<file path="config.mk">
export PLATFORM = sky130hd
export DESIGN_NAME = bsg_frame_trace_sequencer
export DESIGN_NICKNAME = d
export VERILOG_FILES = /design/src/rtl/bsg_frame_trace_seq_pkg.sv /design/src/rtl/bsg_frame_trace_seq_timer.sv /design/src/rtl/bsg_frame_trace_sequencer.sv
export SDC_FILE = /design/constraint.sdc
export NUM_CORES = 1
export LEC_CHECK = 0
export CAP_MARGIN = 0
export CORE_MARGIN = 3
export CORE_UTILIZATION = 30
export CTS_CLUSTER_DIAMETER = 120
export DETAILED_ROUTE_END_ITERATION = 6
export PLACE_DENSITY = 0.67
export SETUP_SLACK_MARGIN = 0.02
export SLEW_MARGIN = 20
export SYNTH_ARGS = -nofsm -noshare
export SYNTH_HDL_FRONTEND = slang
export SYNTH_SLANG_ARGS = --single-unit
</file>
<file path="constraint.sdc">
create_clock -name clk_i -period 2.9 [get_ports clk_i]
set_input_delay 0.58 -clock clk_i [delete_from_list [all_inputs] [get_ports clk_i]]
set_output_delay 0.58 -clock clk_i [all_outputs]
set_load 0.005 [all_outputs]
</file>
<file path="src/rtl/bsg_frame_trace_seq_pkg.sv">
// Shared types and helpers for the frame trace-replay sequencer.
//   bsg_frame_trace_seq_state_e : sequencer FSM states
//   safe_clog2 / max_int        : constant helpers for deriving counter widths
package bsg_frame_trace_seq_pkg;

  typedef enum logic [1:0] {
    eIdle  = 2'd0,
    eReset = 2'd1,
    eRun   = 2'd2,
    eDone  = 2'd3
  } bsg_frame_trace_seq_state_e;

  // clog2 that never returns 0, so a 1-entry range still gets a 1-bit field.
  function automatic int safe_clog2(input int value);
    return (value <= 1) ? 1 : $clog2(value);
  endfunction

  function automatic int max_int(input int a, input int b);
    return (a > b) ? a : b;
  endfunction

endpackage

</file>
<file path="src/rtl/bsg_frame_trace_seq_timer.sv">
// Clear/up counter with a terminal-match flag. Shared by the sequencer for
// both the per-node reset hold count and the per-node RUN timeout count.
// Ports:
//   clk_i, reset_i : clock, asynchronous active-high reset
//   clear_i        : synchronous clear to 0 (has priority over up_i)
//   up_i           : increment; the count saturates at all-ones
//   limit_i        : terminal value to compare against
//   match_o        : count equals limit_i (decoded from the registered count)
module bsg_frame_trace_seq_timer #(
  parameter int width_p = 4
) (
  input  logic               clk_i,
  input  logic               reset_i,
  input  logic               clear_i,
  input  logic               up_i,
  input  logic [width_p-1:0] limit_i,
  output logic               match_o
);

  logic [width_p-1:0] cnt_r;

  always_ff @(posedge clk_i or posedge reset_i) begin
    if (reset_i) begin
      cnt_r <= '0;
    end else if (clear_i) begin
      cnt_r <= '0;
    end else if (up_i && (cnt_r != '1)) begin
      cnt_r <= cnt_r + 1'b1;
    end
  end

  assign match_o = (cnt_r == limit_i);

endmodule

</file>
<file path="src/rtl/bsg_frame_trace_sequencer.sv">
// Sequences num_nodes_p frame trace-replay nodes one after another: each
// node is held in reset for reset_cycles_p cycles, then enabled until it
// reports done or its RUN window times out. Per-node error / timeout status
// is kept in sticky vectors and summarised on error_o.
// Ports:
//   clk_i, reset_i  : clock, asynchronous active-high reset
//   start_i         : start pulse, honoured only in IDLE or DONE
//   node_done_i     : done flags from the nodes (only the current bit is used)
//   node_error_i    : error flags from the nodes (only the current bit is used)
//   node_reset_o    : per-node reset, 1 for every node except the one in RUN
//   node_en_o       : per-node enable, one-hot on the current node in RUN
//   busy_o, done_o  : in RESET/RUN, in DONE
//   error_o         : OR of error_vec_o and timeout_vec_o
//   error_vec_o     : sticky, node raised error during its RUN
//   timeout_vec_o   : sticky, node timed out without done
//   cur_node_o      : index of the node being sequenced
//   state_o         : current FSM state (debug visibility)
module bsg_frame_trace_sequencer
  import bsg_frame_trace_seq_pkg::*;
#(
  parameter int num_nodes_p      = 3,
  parameter int reset_cycles_p   = 4,
  parameter int timeout_cycles_p = 0,
  parameter int stop_on_error_p  = 0,
  localparam int cnt_width_lp    = safe_clog2(max_int(reset_cycles_p, timeout_cycles_p) + 1),
  localparam int idx_width_lp    = safe_clog2(num_nodes_p)
) (
  input  logic                    clk_i,
  input  logic                    reset_i,
  input  logic                    start_i,
  input  logic [num_nodes_p-1:0]  node_done_i,
  input  logic [num_nodes_p-1:0]  node_error_i,
  output logic [num_nodes_p-1:0]  node_reset_o,
  output logic [num_nodes_p-1:0]  node_en_o,
  output logic                    busy_o,
  output logic                    done_o,
  output logic                    error_o,
  output logic [num_nodes_p-1:0]  error_vec_o,
  output logic [num_nodes_p-1:0]  timeout_vec_o,
  output logic [idx_width_lp-1:0] cur_node_o,
  output logic [1:0]              state_o
);

  localparam int timeout_limit_int_lp = (timeout_cycles_p == 0) ? 0 : timeout_cycles_p - 1;
  localparam logic [cnt_width_lp-1:0] reset_limit_lp   = cnt_width_lp'(reset_cycles_p - 1);
  localparam logic [cnt_width_lp-1:0] timeout_limit_lp = cnt_width_lp'(timeout_limit_int_lp);
  localparam logic [idx_width_lp-1:0] last_idx_lp      = idx_width_lp'(num_nodes_p - 1);
  localparam logic                    timeout_en_lp    = (timeout_cycles_p != 0);
  localparam logic                    stop_en_lp       = (stop_on_error_p != 0);

  bsg_frame_trace_seq_state_e state_r;
  logic [idx_width_lp-1:0]    idx_r;
  logic [num_nodes_p-1:0]     err_vec_r;
  logic [num_nodes_p-1:0]     to_vec_r;

  logic                       in_reset;
  logic                       in_run;
  logic [num_nodes_p-1:0]     cur_onehot;
  logic                       cur_done;
  logic                       cur_err;
  logic                       tmr_match;
  logic                       tmr_clear;
  logic                       tmr_up;
  logic [cnt_width_lp-1:0]    tmr_limit;
  logic                       to_hit;
  logic                       end_evt;
  logic                       timed_out;
  logic                       node_failed;
  logic                       is_last;

  assign in_reset   = (state_r == eReset);
  assign in_run     = (state_r == eRun);

  // Masking with the one-hot select keeps every other node's done/error out
  // of the decision, and never indexes past the last node.
  assign cur_onehot = num_nodes_p'(1) << idx_r;
  assign cur_done   = |(node_done_i  & cur_onehot);
  assign cur_err    = |(node_error_i & cur_onehot);

  // The timer limit is the last count of the phase, so a match marks the
  // final RESET cycle or the final allowed RUN cycle.
  assign tmr_limit  = in_run ? timeout_limit_lp : reset_limit_lp;
  assign to_hit     = in_run & timeout_en_lp & tmr_match;
  assign end_evt    = in_run & (cur_done | to_hit);
  // Done wins over a timeout landing on the same cycle.
  assign timed_out  = to_hit & ~cur_done;

  // Includes this cycle's error so a node failing on its last RUN cycle
  // still stops the sequence.
  assign node_failed = (|(cur_onehot & (err_vec_r | to_vec_r))) | cur_err | timed_out;
  assign is_last     = (idx_r == last_idx_lp);

  // Counter restarts at every phase boundary and idles at 0 outside RESET/RUN.
  assign tmr_clear = ~(in_reset | in_run) | (in_reset & tmr_match) | end_evt;
  assign tmr_up    = ~tmr_clear;

  bsg_frame_trace_seq_timer #(
    .width_p (cnt_width_lp)
  ) u_timer (
    .clk_i   (clk_i),
    .reset_i (reset_i),
    .clear_i (tmr_clear),
    .up_i    (tmr_up),
    .limit_i (tmr_limit),
    .match_o (tmr_match)
  );

  always_ff @(posedge clk_i or posedge reset_i) begin
    if (reset_i) begin
      state_r   <= eIdle;
      idx_r     <= '0;
      err_vec_r <= '0;
      to_vec_r  <= '0;
    end else begin
      case (state_r)
        eIdle: begin
          if (start_i) begin
            state_r <= eReset;
            idx_r   <= '0;
          end
        end
        eDone: begin
          if (start_i) begin
            state_r   <= eReset;
            idx_r     <= '0;
            err_vec_r <= '0;
            to_vec_r  <= '0;
          end
        end
        eReset: begin
          if (tmr_match) begin
            state_r <= eRun;
          end
        end
        eRun: begin
          err_vec_r <= err_vec_r | (node_error_i & cur_onehot);
          if (end_evt) begin
            if (timed_out) begin
              to_vec_r <= to_vec_r | cur_onehot;
            end
            if (is_last || (stop_en_lp && node_failed)) begin
              state_r <= eDone;
            end else begin
              state_r <= eReset;
              idx_r   <= idx_r + 1'b1;
            end
          end
        end
        default: begin
          state_r <= eIdle;
        end
      endcase
    end
  end

  // Outputs are decoded from registered state only.
  assign node_en_o     = in_run ? cur_onehot : '0;
  assign node_reset_o  = ~node_en_o;
  assign busy_o        = in_reset | in_run;
  assign done_o        = (state_r == eDone);
  assign error_o       = |(err_vec_r | to_vec_r);
  assign error_vec_o   = err_vec_r;
  assign timeout_vec_o = to_vec_r;
  assign cur_node_o    = idx_r;
  assign state_o       = state_r;

endmodule

</file>
; Word level (Yosys, flattened, before mapping)
; Index checks and enable logic that the tools add are counted.
; W data, S select, Z words.
[op_classes]
n_mux = 15
shift = 1
n_eq_ne = 11
reduce_logical = 11
bitwise_logic = 11
add_sub_neg = 2
[ops]
columns = op, count
row1 = $mux W2, 8
row2 = $mux W3, 4
row3 = $and A3 B3 Y3, 2
row4 = $eq A2 B2 Y1 const B, 3
row5 = $ne A2 B1 Y1 const B, 3
row6 = $pmux W2 S3, 1
row7 = $pmux W3 S2, 1
row8 = $reduce_bool A2 Y1, 3
row9 = $reduce_or A3 Y1, 2
row10 = $ne A2 B2 Y1 const B, 2
row11 = $pmux W2 S2, 1
row12 = $reduce_and A4 Y1, 1
row13 = $add A3 B1 Y3 const B, 1
row14 = $eq A3 B2 Y1, 1
row15 = $ne A3 B3 Y1 const B, 1
row16 = $not A3 Y3, 1
row17 = $or A1 B1 Y1, 3
row18 = $or A3 B3 Y3, 1
row19 = $reduce_and A3 Y1, 1
row20 = $shl A1 B2 Y3 const A, 1
row21 = $add A2 B1 Y2 const B, 1
row22 = $and A1 B1 Y1, 2
row23 = $eq A2 B1 Y1 const B, 1
row24 = $logic_not A2 Y1, 1
row25 = other kinds (4), 5
[word_totals]
out_inout_bits = 19
wordCells = 55
regBits = 10

; Depth between registers and ports, before layout
[depth]
word_depth = 10
mapped_depth = 7
mapped_depth_nobuf = 6

; Cells and area by module
; Synthesis repeated with hierarchy kept, for this count alone.
[unflattened]
cells_unflattened = 78
area_unflattened_um2 = 739.5
[modules_own_cells]
columns = module, area_each_um2, cells_per_inst, instances
row1 = bsg_frame_trace_sequencer, 550.5, 61, 1
row2 = bsg_frame_trace_seq_timer, 188.9, 17, 1

; Least setup slack after synthesis
; No wires, ideal clock.
[synth_timing]
path_kind = reg2reg
startpoint = register state_r[0] (netlist: state_o[0])
endpoint = register state_r[1] (netlist: state_o[1])
setup_time_ns = 0.096
arrival_ns = 1.759
required_time_ns = 2.804
path_buffers = 1
slack_ns = 1.045
path_stages_with_launch = 8
cell_sequence = dfrtp_1 > inv_1 > ha_1 > buf_6 > xnor2_1 > or3_4 > mux2_2 > o32ai_2
[synth_between]
elab_chain_cells = 5
word_cells_on_any_way = 13
classes_between = eq/ne (7) / mux (2) / bitwise (1) / reduce/logical (3)
[synth_lines]
columns = element, line_no
row1 = from (decl), bsg_frame_trace_sequencer.sv:51  ; bsg_frame_trace_seq_state_e state_r;
row2 = from (signal assigned), bsg_frame_trace_sequencer.sv:110  ; state_r <= eIdle;
row3 = from (signal assigned), bsg_frame_trace_sequencer.sv:118  ; state_r <= eReset;
row4 = from (signal assigned), bsg_frame_trace_sequencer.sv:124  ; state_r <= eReset;
row5 = $eq A2 B2 Y1, "bsg_frame_trace_sequencer.sv:72, bsg_frame_trace_sequencer.sv:115"
row6 = $mux W2, bsg_frame_trace_sequencer.sv:82  ; assign tmr_limit = in_run ? timeout_limit_lp : reset_limit_lp;
row7 = $eq A3 B2 Y1, bsg_frame_trace_seq_timer.sv:32  ; assign match_o = (cnt_r == limit_i);
row8 = $ne A2 B1 Y1 (no source line), -
row9 = $reduce_and A3 Y1 (no source line), -
; Parallel ways exist; a longest one is shown, timed or not.
; A chain may end at the register's enable or synchronous reset.

; Worst setup path after layout
[layout_timing]
startpoint = register state_r[0] (netlist: state_o[0])
endpoint = output node_en_o[2]
[layout_between]
elab_chain_cells = 2
[layout_lines]
columns = element, line_no
row1 = $eq A2 B2 Y1, bsg_frame_trace_sequencer.sv:72  ; assign in_run = (state_r == eRun);
row2 = $mux W3, bsg_frame_trace_sequencer.sv:157  ; assign node_en_o = in_run ? cur_onehot : '0;
row3 = to (decl), bsg_frame_trace_sequencer.sv:34  ; output logic [num_nodes_p-1:0] node_en_o,
; No other way between the ends.

==> flow_metrics.tcl <==
set metrics [dict create \
    cell_chosen_for_the_clock_root "clkbuf_4" \
    drt-wirelength-per-cell_um 12.0 \
    insertion_delay_to_the_later_sink_of_the_worst_skew_pair_ps 260 \
    cts.reportedPaths.clkPinSlew_ps 70 \
    dp.cells 128 \
    dr_total_vias 621 \
    wire_length_of_the_first_global_routing_pass_um 2700 \
    worst_setup_ep_type "output pin" \
    number_of_antenna_violations_at_the_first_check_in_global_routing 0 \
    dpl_cell_area_um2 972 \
    postCtsSetupRepairBufs 0 \
    cp-start-kind "flip-flop" \
    dominant_register_cell_in_the_synthesized_netlist "dfrtp_1" \
    final_net_count 123 \
    result_of_the_run "completed" \
    die_h_um 55.1 \
    postSynthCellCount 78 \
    crit_required_ps 2320 \
    final_area_mm2 0.00101 \
    synth.top_cells.by_count "12 x inv_1, 10 x dfrtp_1, 9 x ha_1" \
    drive_above_1_share_pct 7.69 \
    post-route-util_pct 44.7 \
    cts_made_buffers 3 \
    leakage_nw 0.478 \
    share_of_the_clock_period_used_by_the_worst_path_pct 85.0 \
    gp_congestion 0.787 \
    cts_resized 0 \
    detailed_routing_iteration_count_for_the_pre_antenna_repair_pass 4 \
    totalWireLength_um 1590 \
    worstHoldPathType "reg2reg" \
    fmax_mhz 406 \
    grt_max_degree 11 \
    category_of_the_critical_setup_timing_path "reg2out" \
    globalRouteTotalUtil_pct 12.3 \
    io-pin-count 28 \
    floorplan.die.width_um 55.1 \
    post_synth_num_cell_types 29 \
    max_cap_violations 0 \
    fp_rows 17 \
    globalRouteOverflowTotal 0 \
    slew_viol_final 0 \
    ys_async_sr_fraction_pct 100 \
    power.density_mw_per_mm2 747 \
    clock_tree.buffer_depth 2 \
    fp.dieArea_mm2 0.00304 \
    avgViaCountPerCell 4.70 \
    post-synth-top-count-cell "inv_1" \
    insertedDiodeCount 0 \
    initial_utilization_pct 32.1 \
    synth_edf_count 0 \
    numPortBuffers 24 \
    drt.antenna.violating_nets 0 \
    period_minus_slack_ps 2470 \
    report.final.hold_viol_count 0 \
    first_global_vias 636 \
    yosys.area.top_type "dfrtp_1" \
    worst_path_max_delay_cell "clkdlybuf4s50_1" \
    cp_cell_instances "inv_1, ha_1, nand2_1, inv_1, clkdlybuf4s50_1" \
    netlist_area_um2 723 \
    dp.final_hpwl_um 1270 \
    ctsHoldBuffers 0 \
    critical-path-top-cell-by-count "inv_1" \
    power.total_mw 0.753 \
    htree_levels 1 \
    syn_area_cell_um2 9.27 \
    core_area_mm2 0.00225 \
    synth_top_area_share_pct 34.6 \
    drt_iter0_drc 10 \
    critical-path-max-stage-delay_ps 490 \
    route.detailed.drc 0 \
    crit_fanout 10 \
    worst_clock_skew_ps 1.13 \
    clock-sinks 10 \
    grt_setup_unrepaired "no" \
    area_growth_pct 39.4 \
    worstPathArrival_ps 1890 \
    synth_sequential_area_ratio_pct 34.6 \
    postSynthRegisterBits 10 \
    summed_negative_setup_slack_over_all_endpoints_ps 0 \
    maximum_vdd_ir_drop_v 0.000432 \
    setup_viol 0 \
    tritoncts "yes" \
    number_of_synthesis_warnings 0 \
    synthTopCellsByArea "dfrtp_1 35%, ha_1 16%, inv_1 6.2%" \
    final_cell_count_no_fill 132 \
]
## worst paths after layout
path	slack, ps	start	cells past startpoint	endpoint
max in group asynchronous	2030	reset_i	2	state_o[1]
min in group asynchronous	590	reset_i	2	u_timer.cnt_r[0]
worst min register to register	570	error_vec_o[0]	2	error_vec_o[0]
worst min-delay path	570	error_vec_o[0]	2	error_vec_o[0]
worst max register to register	920	state_o[0]	6	state_o[1]
worst max-delay path	430	state_o[0]	5	node_en_o[2]
## registers in the layout (all words and copies together), names as in the netlist
signal,count
error_vec_o,3
u_timer.cnt_r,3
state_o,2
cur_node_o,2
## through the flow
stage               setup slack (ps)  hold slack (ps)
floorplan                       1050              420
global placement                 752              548
detailed placement               715              562
CTS                              411              578
global route                     293              622
finish                           434              570
## critical path, delay by kind of cell, from the launching register on
family        cells  cell delay [ps]
buf+inv           3              670
flops             1              420
fa+ha+maj         1              350
simple gates      1              170
## metal layers
metal	routed length, µm	part of all wire [%]	vias up	GRT usage (%)
met3	106	6.7	2	2.68
met5	0	0	-	0
li1	-	-	313	-
met4	9	0.57	0	4.05
met1	750	47	286	17.0
met2	723	46	20	18.9
## layout by cell type (no fill, tap or decap), types with 2 or more instances in the layout
cell type / synthesis / layout
nor2_1: 7 / 7
nand2_1: 5 / 5
mux2i_1: 2 / 2
dfrtp_1: 10 / 10
a21oi_1: 4 / 4
clkbuf_4: 0 / 3
inv_1: 12 / 12
clkdlybuf4s50_1: 0 / 24
o21ai_0: 3 / 3
conb_1: 1 / 3
xnor2_1: 2 / 2
a31oi_1: 3 / 3
ha_1: 9 / 9
## logic make-up after synthesis
| logic type | after synthesis | synth area share [%] |
|---|---|---|
| adders and majority gates | 9 | 15.6 |
| buffers and inverters | 16 | 10.9 |
| xor gates and xnor gates | 3 | 3.63 |
| and+or+nand+nor | 17 | 11.2 |
| AOI/OAI and AO/OA | 19 | 19.2 |
| other | 1 | 0.519 |
| muxes | 3 | 4.33 |
| DFF | 10 | 34.6 |
## power breakdown
part,total (mW),internal [mW],switching (mW),leakage (nW)
combinational,0.407,0.217,0.190,0.326
clock,0.127,0.0762,0.0511,0.0210
sequential,0.219,0.177,0.0417,0.131
## final cells by class
type | instances | area, µm²
Clock buffer | 4 | 36.3
Tap cell | 28 | 35.0
Inverter | 12 | 45.0
Timing Repair Buffer | 24 | 240
Sequential cell | 10 | 250
Multi-Input combinational cell | 54 | 402
Fill cell | 241 | 1250
Note: power is estimated with default switching activity, not from simulation.
